<file path="config.mk">
export PLATFORM = sky130hd
export DESIGN_NAME = ex_mem_elastic
export DESIGN_NICKNAME = d
export VERILOG_FILES = /design/src/rtl/ex_mem_elastic_pkg.sv /design/src/rtl/ex_mem_slot.sv /design/src/rtl/ex_mem_elastic.sv
export SDC_FILE = /design/constraint.sdc
export NUM_CORES = 1
export LEC_CHECK = 0
export BUFFER_PORTS_ARGS = -buffer_cell sky130_fd_sc_hd__buf_2
export CAP_MARGIN = 20
export CORE_MARGIN = 3
export CORE_UTILIZATION = 40
export DETAILED_ROUTE_END_ITERATION = 8
export HOLD_SLACK_MARGIN = 0.02
export PLACE_DENSITY = 0.76
export SYNTH_ARGS = -nofsm -noshare
export SYNTH_HDL_FRONTEND = slang
export SYNTH_SLANG_ARGS = --single-unit
</file>
<file path="constraint.sdc">
create_clock -name clk -period 40.2 [get_ports clk]
set_input_delay 6.03 -clock clk [delete_from_list [all_inputs] [get_ports clk]]
set_output_delay 6.03 -clock clk [all_outputs]
set_load 0.03 [all_outputs]
</file>
<file path="src/rtl/ex_mem_elastic_pkg.sv">
// Shared widths, constants and occupancy encoding for the
// EX->MEM elastic pipeline boundary.
package ex_mem_elastic_pkg;

    localparam int DATA_W_DEF     = 32;
    localparam int REG_ADDR_W_DEF = 5;

    typedef logic [DATA_W_DEF-1:0]     RegBus;
    typedef logic [REG_ADDR_W_DEF-1:0] RegAddrBus;

    localparam RegBus     ZeroWord     = '0;
    localparam RegAddrBus NOPRegAddr   = '0;
    localparam logic      WriteEnable  = 1'b1;
    localparam logic      WriteDisable = 1'b0;

    localparam logic [1:0] OCC_EMPTY = 2'd0;
    localparam logic [1:0] OCC_ONE   = 2'd1;
    localparam logic [1:0] OCC_TWO   = 2'd2;

    // wd, wreg, wdata, hi, lo, whilo, aluop, mem_addr, reg2
    function automatic int payload_w(input int dw, input int aw, input int ow);
        return aw + 2 + 5 * dw + ow;
    endfunction

endpackage

</file>
<file path="src/rtl/ex_mem_slot.sv">
// One payload register of the EX->MEM boundary with load enable
// and synchronous clear.
module ex_mem_slot #(
    parameter int W = 8
) (
    input  logic         clk,
    input  logic         rst,
    input  logic         i_load,
    input  logic         i_clr,
    input  logic [W-1:0] i_d,
    output logic [W-1:0] o_q
);

    logic [W-1:0] r_q;

    always_ff @(posedge clk or posedge rst) begin
        if (rst) begin
            r_q <= '0;
        end else if (i_clr) begin
            r_q <= '0;
        end else if (i_load) begin
            r_q <= i_d;
        end
    end

    assign o_q = r_q;

endmodule

</file>
<file path="src/rtl/ex_mem_elastic.sv">
// Elastic EX->MEM boundary: valid/ready on both sides, optional skid
// entry, synchronous flush and a holding path for multi-cycle EX ops.
module ex_mem_elastic
    import ex_mem_elastic_pkg::*;
#(
    parameter int DATA_W     = 32,
    parameter int REG_ADDR_W = 5,
    parameter int ALUOP_W    = 8,
    parameter int CNT_W      = 2,
    parameter int SKID       = 1
) (
    input  logic                  clk,
    input  logic                  rst,
    input  logic                  flush,
    input  logic                  ex_valid,
    output logic                  ex_ready,
    input  logic [REG_ADDR_W-1:0] ex_wd,
    input  logic                  ex_wreg,
    input  logic [DATA_W-1:0]     ex_wdata,
    input  logic [DATA_W-1:0]     ex_hi,
    input  logic [DATA_W-1:0]     ex_lo,
    input  logic                  ex_whilo,
    input  logic [ALUOP_W-1:0]    ex_aluop,
    input  logic [DATA_W-1:0]     ex_mem_addr,
    input  logic [DATA_W-1:0]     ex_reg2,
    input  logic                  ex_hold,
    input  logic [2*DATA_W-1:0]   hilo_temp_i,
    input  logic [CNT_W-1:0]      cnt_i,
    output logic                  mem_valid,
    input  logic                  mem_ready,
    output logic [REG_ADDR_W-1:0] mem_wd,
    output logic                  mem_wreg,
    output logic [DATA_W-1:0]     mem_wdata,
    output logic [DATA_W-1:0]     mem_hi,
    output logic [DATA_W-1:0]     mem_lo,
    output logic                  mem_whilo,
    output logic [ALUOP_W-1:0]    mem_aluop,
    output logic [DATA_W-1:0]     mem_mem_addr,
    output logic [DATA_W-1:0]     mem_reg2,
    output logic [2*DATA_W-1:0]   hilo_temp_o,
    output logic [CNT_W-1:0]      cnt_o
);

    localparam int PW = payload_w(DATA_W, REG_ADDR_W, ALUOP_W);

    logic [1:0]          r_occ;
    logic [1:0]          w_occ_nxt;
    logic                w_accept;
    logic                w_retire;
    logic                w_head_ld;
    logic                w_from_skid;
    logic [PW-1:0]       w_in;
    logic [PW-1:0]       w_head_d;
    logic [PW-1:0]       w_head_q;
    logic [PW-1:0]       w_skid_q;
    logic                w_wreg;
    logic                w_whilo;
    logic [2*DATA_W-1:0] r_hilo_temp;
    logic [CNT_W-1:0]    r_cnt;

    assign w_in = {ex_wd, ex_wreg, ex_wdata, ex_hi, ex_lo,
                   ex_whilo, ex_aluop, ex_mem_addr, ex_reg2};

    assign mem_valid = (r_occ != OCC_EMPTY);
    assign w_accept  = ex_valid & ex_ready;
    assign w_retire  = mem_valid & mem_ready;

    always_comb begin
        w_occ_nxt   = r_occ;
        w_head_ld   = 1'b0;
        w_from_skid = 1'b0;
        if (flush) begin
            w_occ_nxt = OCC_EMPTY;
        end else begin
            case (r_occ)
                OCC_EMPTY: begin
                    if (w_accept) begin
                        w_occ_nxt = OCC_ONE;
                        w_head_ld = 1'b1;
                    end
                end
                OCC_ONE: begin
                    // without a skid slot an accept in ONE always pairs with a retire
                    if (w_accept && (w_retire || SKID == 0)) begin
                        w_head_ld = 1'b1;
                    end else if (w_accept) begin
                        w_occ_nxt = OCC_TWO;
                    end else if (w_retire) begin
                        w_occ_nxt = OCC_EMPTY;
                    end
                end
                OCC_TWO: begin
                    if (w_retire) begin
                        w_occ_nxt   = OCC_ONE;
                        w_head_ld   = 1'b1;
                        w_from_skid = 1'b1;
                    end
                end
                default: w_occ_nxt = OCC_EMPTY;
            endcase
        end
    end

    always_ff @(posedge clk or posedge rst) begin
        if (rst) begin
            r_occ <= OCC_EMPTY;
        end else begin
            r_occ <= w_occ_nxt;
        end
    end

    assign w_head_d = w_from_skid ? w_skid_q : w_in;

    ex_mem_slot #(.W(PW)) u_head (
        .clk    (clk),
        .rst    (rst),
        .i_load (w_head_ld),
        .i_clr  (flush),
        .i_d    (w_head_d),
        .o_q    (w_head_q)
    );

    generate
        if (SKID != 0) begin : g_skid
            logic r_ready;
            logic w_skid_ld;

            assign w_skid_ld = !flush && (r_occ == OCC_ONE)
                             && w_accept && !w_retire;

            always_ff @(posedge clk or posedge rst) begin
                if (rst) begin
                    r_ready <= 1'b1;
                end else begin
                    r_ready <= (w_occ_nxt != OCC_TWO);
                end
            end

            ex_mem_slot #(.W(PW)) u_skid (
                .clk    (clk),
                .rst    (rst),
                .i_load (w_skid_ld),
                .i_clr  (flush),
                .i_d    (w_in),
                .o_q    (w_skid_q)
            );

            assign ex_ready = r_ready;
        end else begin : g_noskid
            assign w_skid_q = '0;
            assign ex_ready = !mem_valid | mem_ready;
        end
    endgenerate

    assign {mem_wd, w_wreg, mem_wdata, mem_hi, mem_lo,
            w_whilo, mem_aluop, mem_mem_addr, mem_reg2} = w_head_q;

    assign mem_wreg  = mem_valid ? w_wreg  : WriteDisable;
    assign mem_whilo = mem_valid ? w_whilo : WriteDisable;

    // partial product survives only while EX keeps asserting hold
    always_ff @(posedge clk or posedge rst) begin
        if (rst) begin
            r_hilo_temp <= '0;
            r_cnt       <= '0;
        end else if (flush || !ex_hold) begin
            r_hilo_temp <= '0;
            r_cnt       <= '0;
        end else begin
            r_hilo_temp <= hilo_temp_i;
            r_cnt       <= cnt_i;
        end
    end

    assign hilo_temp_o = r_hilo_temp;
    assign cnt_o       = r_cnt;

endmodule

</file>
==> metrics.csv <==
stage,metric,value,unit
clock_network,cts_made_buffers,44,
setup_path,critPathLaunch,mem_ready,
setup_path,arrival,9.07,ns
placement,hpwl,29.36,mm
routing,vias,11820,
setup_path,slowest_stage,buf_4,
yosys,yosysWarningCount,0,
finish,nNetsFinal,1830,
global_routing,grt_pass1_vias,12290,
job,cap_viol_max_count,0,
worst_hold_path,worstHoldPathType,reg2reg,
placement,io_buffers,489,
routing,drt_iter0_markers,800,
die,row_count,76,
clock_network,cts_buffer_depth,3,
sta,tightest_slew,1.137,ns
setup_path,end_kind,flop,
setup_path,path_class,in2reg,
clock_network,cts-hold-fix-buffers,0,
finish,regArea,0.01049,mm²
routing,ant_nets,0,
yosys,ys_seq_elements,419,
die,core,0.04346,mm²
sta,period_needed,8.691,ns
die,die_area,0.04704,mm²
placement,finalWeightedCongestion,0.8547,
sta,finalHoldViolCount,0,
sta,fin_worst_skew,0.008802,ns
yosys,synth_cell_type_count,28,
finish,fillers,3839,
outcome,status,"finished, final reports clean",
clock_network,post_cts_buffers,0,
clock_network,clk_latency,0.55,ns
worst_hold_path,hp-start,u_head.o_q[137],
clock_network,ctsResizeCount,0,
routing,wl,45.91,mm
pwr,peakVddDrop,0.03528,mV
finish,final_cell_area,0.02076,mm²
clock_network,htree_levels,2,
global_routing,grt_max_degree,137,
die,die_w,216.9,µm
global_routing,grt_pass1_wl,71.41,mm
sta,fin_ws,31.51,ns
global_routing,grt-ovfl-total,0,
pwr,p_per_area,47.64,mW/mm²
sta,period_share,21.62,%
finish,layout-drive-gt1-share,36.05,%
sta,tns,0,ns
finish,multiInputGateArea,0.005416,mm²
setup_path,path_cells,"buf_2, nand3b_2, nor2_4, buf_4, buf_4, mux2i_1, o2bb2ai_1",
clock_network,cts-root-buf,clkbuf_16,
clock_network,cts_sinks,419,
yosys,syn_inst,1308,
sta,rsz0062_at_grt,false,
clock_network,clkTransAtPathRegs,0.06,ns
global_routing,antenna_found_initial,9,
routing,drc_errors,0,
finish,syn_to_final_growth,16.73,%
routing,viasPerCell,5.345,
routing,wire_per_inst,20.77,µm
die,start_util,40.93,%
sta,max_freq,0.1151,GHz
clock_network,cts_tree,yes,
yosys,synth_nets,1555,
die,io_pins,490,
pwr,power.total,0.9892,mW
sta,slew_headroom,24.20,%
yosys,syn_area,0.01779,mm²
placement,place_area,0.01922,mm²
die,dieHeight,216.9,µm
setup_path,cp_common_cell,buf_4,
setup_path,path_max_fanout,61,
routing,firstDrtPassIters,5,
setup_path,crit_required,40.58,ns
global_routing,track_usage,18.73,%
setup_path,r2r_start,r_occ[0],
pwr,p_leak,10.13,nW
yosys,synth.avg_cell_area,13.60,µm²
placement,post-place-ws,30.98,ns
yosys,seq_area_frac_synth,58.95,%
sta,drv_slew,0,
sta,finalSetupViolCount,0,
setup_path,critPathMaxStageDelay,0.91,ns
setup_path,crit_path_start_kind,input pin,
==> report_power, final <==
group / leakage [nW] / internal [mW] / switching (mW) / total [mW]
logic: 3.70 / 0.0354 / 0.0800 / 0.115
registers: 5.69 / 0.442 / 0.0112 / 0.453
clock network: 0.727 / 0.254 / 0.167 / 0.421
total: 10.1 / 0.731 / 0.259 / 0.989
==> worst max-delay path: cells and delay by family <==
family                 cells  cell delay, ns
AO/OA/AOI/OAI              1            0.09
AND/OR/NAND/NOR            2            0.67
multiplexers               1            0.30
buffers and inverters      3            1.77
==> cell families (layout without fill, tap and decap cells) <==
logic type | Yosys count | in the layout | synth area share (%)
XOR/XNOR | 1 | 1 | 0.04925
flip-flops | 419 | 419 | 58.95
multiplexers | 176 | 176 | 9.904
AND/OR/NAND/NOR | 82 | 82 | 2.975
buffers and inverters | 277 | 586 | 10.75
AO/OA/AOI/OAI | 353 | 353 | 17.37
other | 0 | 9 | 0
==> Yosys cell counts <==
library cell / number / area share, %
nor2_4: 1 / 0.063
nor2_1: 2 / 0.042
mux2i_1: 176 / 9.9
nor2_2: 1 / 0.035
nor4_4: 1 / 0.12
nor3_1: 1 / 0.028
buf_1: 6 / 0.13
buf_4: 178 / 7.5
or3_1: 1 / 0.035
inv_1: 1 / 0.021
clkbuf_4: 1 / 0.042
buf_6: 17 / 1.1
nand2b_1: 2 / 0.070
and2_1: 68 / 2.4
dfrtp_1: 418 / 59
a21oi_1: 1 / 0.028
a22o_1: 175 / 8.6
xnor2_1: 1 / 0.049
buf_2: 58 / 1.6
o31ai_2: 1 / 0.070
clkbuf_1: 16 / 0.34
nand3b_2: 1 / 0.063
nor2b_1: 2 / 0.070
dfstp_2: 1 / 0.15
o2bb2ai_1: 175 / 8.6
nand2_1: 1 / 0.021
o21a_1: 1 / 0.042
or2_2: 1 / 0.035
==> stage by stage <==
step,util (%),hold WS (ns),cells
after floorplan,-,0.4481,1308
after global placement,44.22,0.4659,2121
after detailed placement,44.22,0.4687,2121
after CTS,47.67,0.4853,2201
after global routing,47.78,0.4939,2211
final,47.78,0.4835,2211
==> per-layer routing <==
metal / GRT usage (%) / part of all wire, %
met3: 3.686 / 5.7
met5: 0 / 0
met4: 8.480 / 3.7
met1: 24.88 / 42
met2: 29.91 / 48
==> sequential cells by signal (all words and copies together) (netlist names) <==
register	flops
g_skid.u_skid.o_q	175
u_head.o_q	175
hilo_temp_o	64
cnt_o	2
r_occ	2
ex_ready	1
==> placed cells by master (no fill, tap or decap), drive strengths merged <==
cell type and instances:
diode 9, bufinv 5, clkinv 5, o21a 1, o31ai 1, buf 505
dfstp 1, nand3b 1, or2 1, o2bb2ai 175, or3 1, a21oi 1
mux2i 176, nand2 1, inv 3, dfrtp 418, clkbuf 66, a22o 175
nor2b 2, clkinvlp 2, nor2 4, nor3 1, nor4 1, nand2b 2
and2 68, xnor2 1
==> cell type report <==
cell class              count  share of cell area [%]
clock inverters            14                   1.018
repair buffers            505                   12.52
inverters                   1                 0.05423
flip-flops and latches    419                   50.50
clock buffers              66                   6.188
well taps                 585                   3.525
multi-input cells         612                   26.08
diodes                      9                  0.1085
==> worst paths after layout <==
| check | to | slack (ns) | cells after the start |
|---|---|---|---|
| worst max-delay path | u_head.o_q[63] | 31.51 | 7 |
| worst min-delay path | u_head.o_q[137] | 0.48 | 1 |
| worst max register to register | u_head.o_q[63] | 36.53 | 6 |
| worst min register to register | u_head.o_q[137] | 0.48 | 1 |
| max in group asynchronous | g_skid.u_skid.o_q[59] | 32.50 | 4 |
| min in group asynchronous | u_head.o_q[55] | 5.63 | 2 |
No activity file was read; power rests on OpenSTA's default activity.
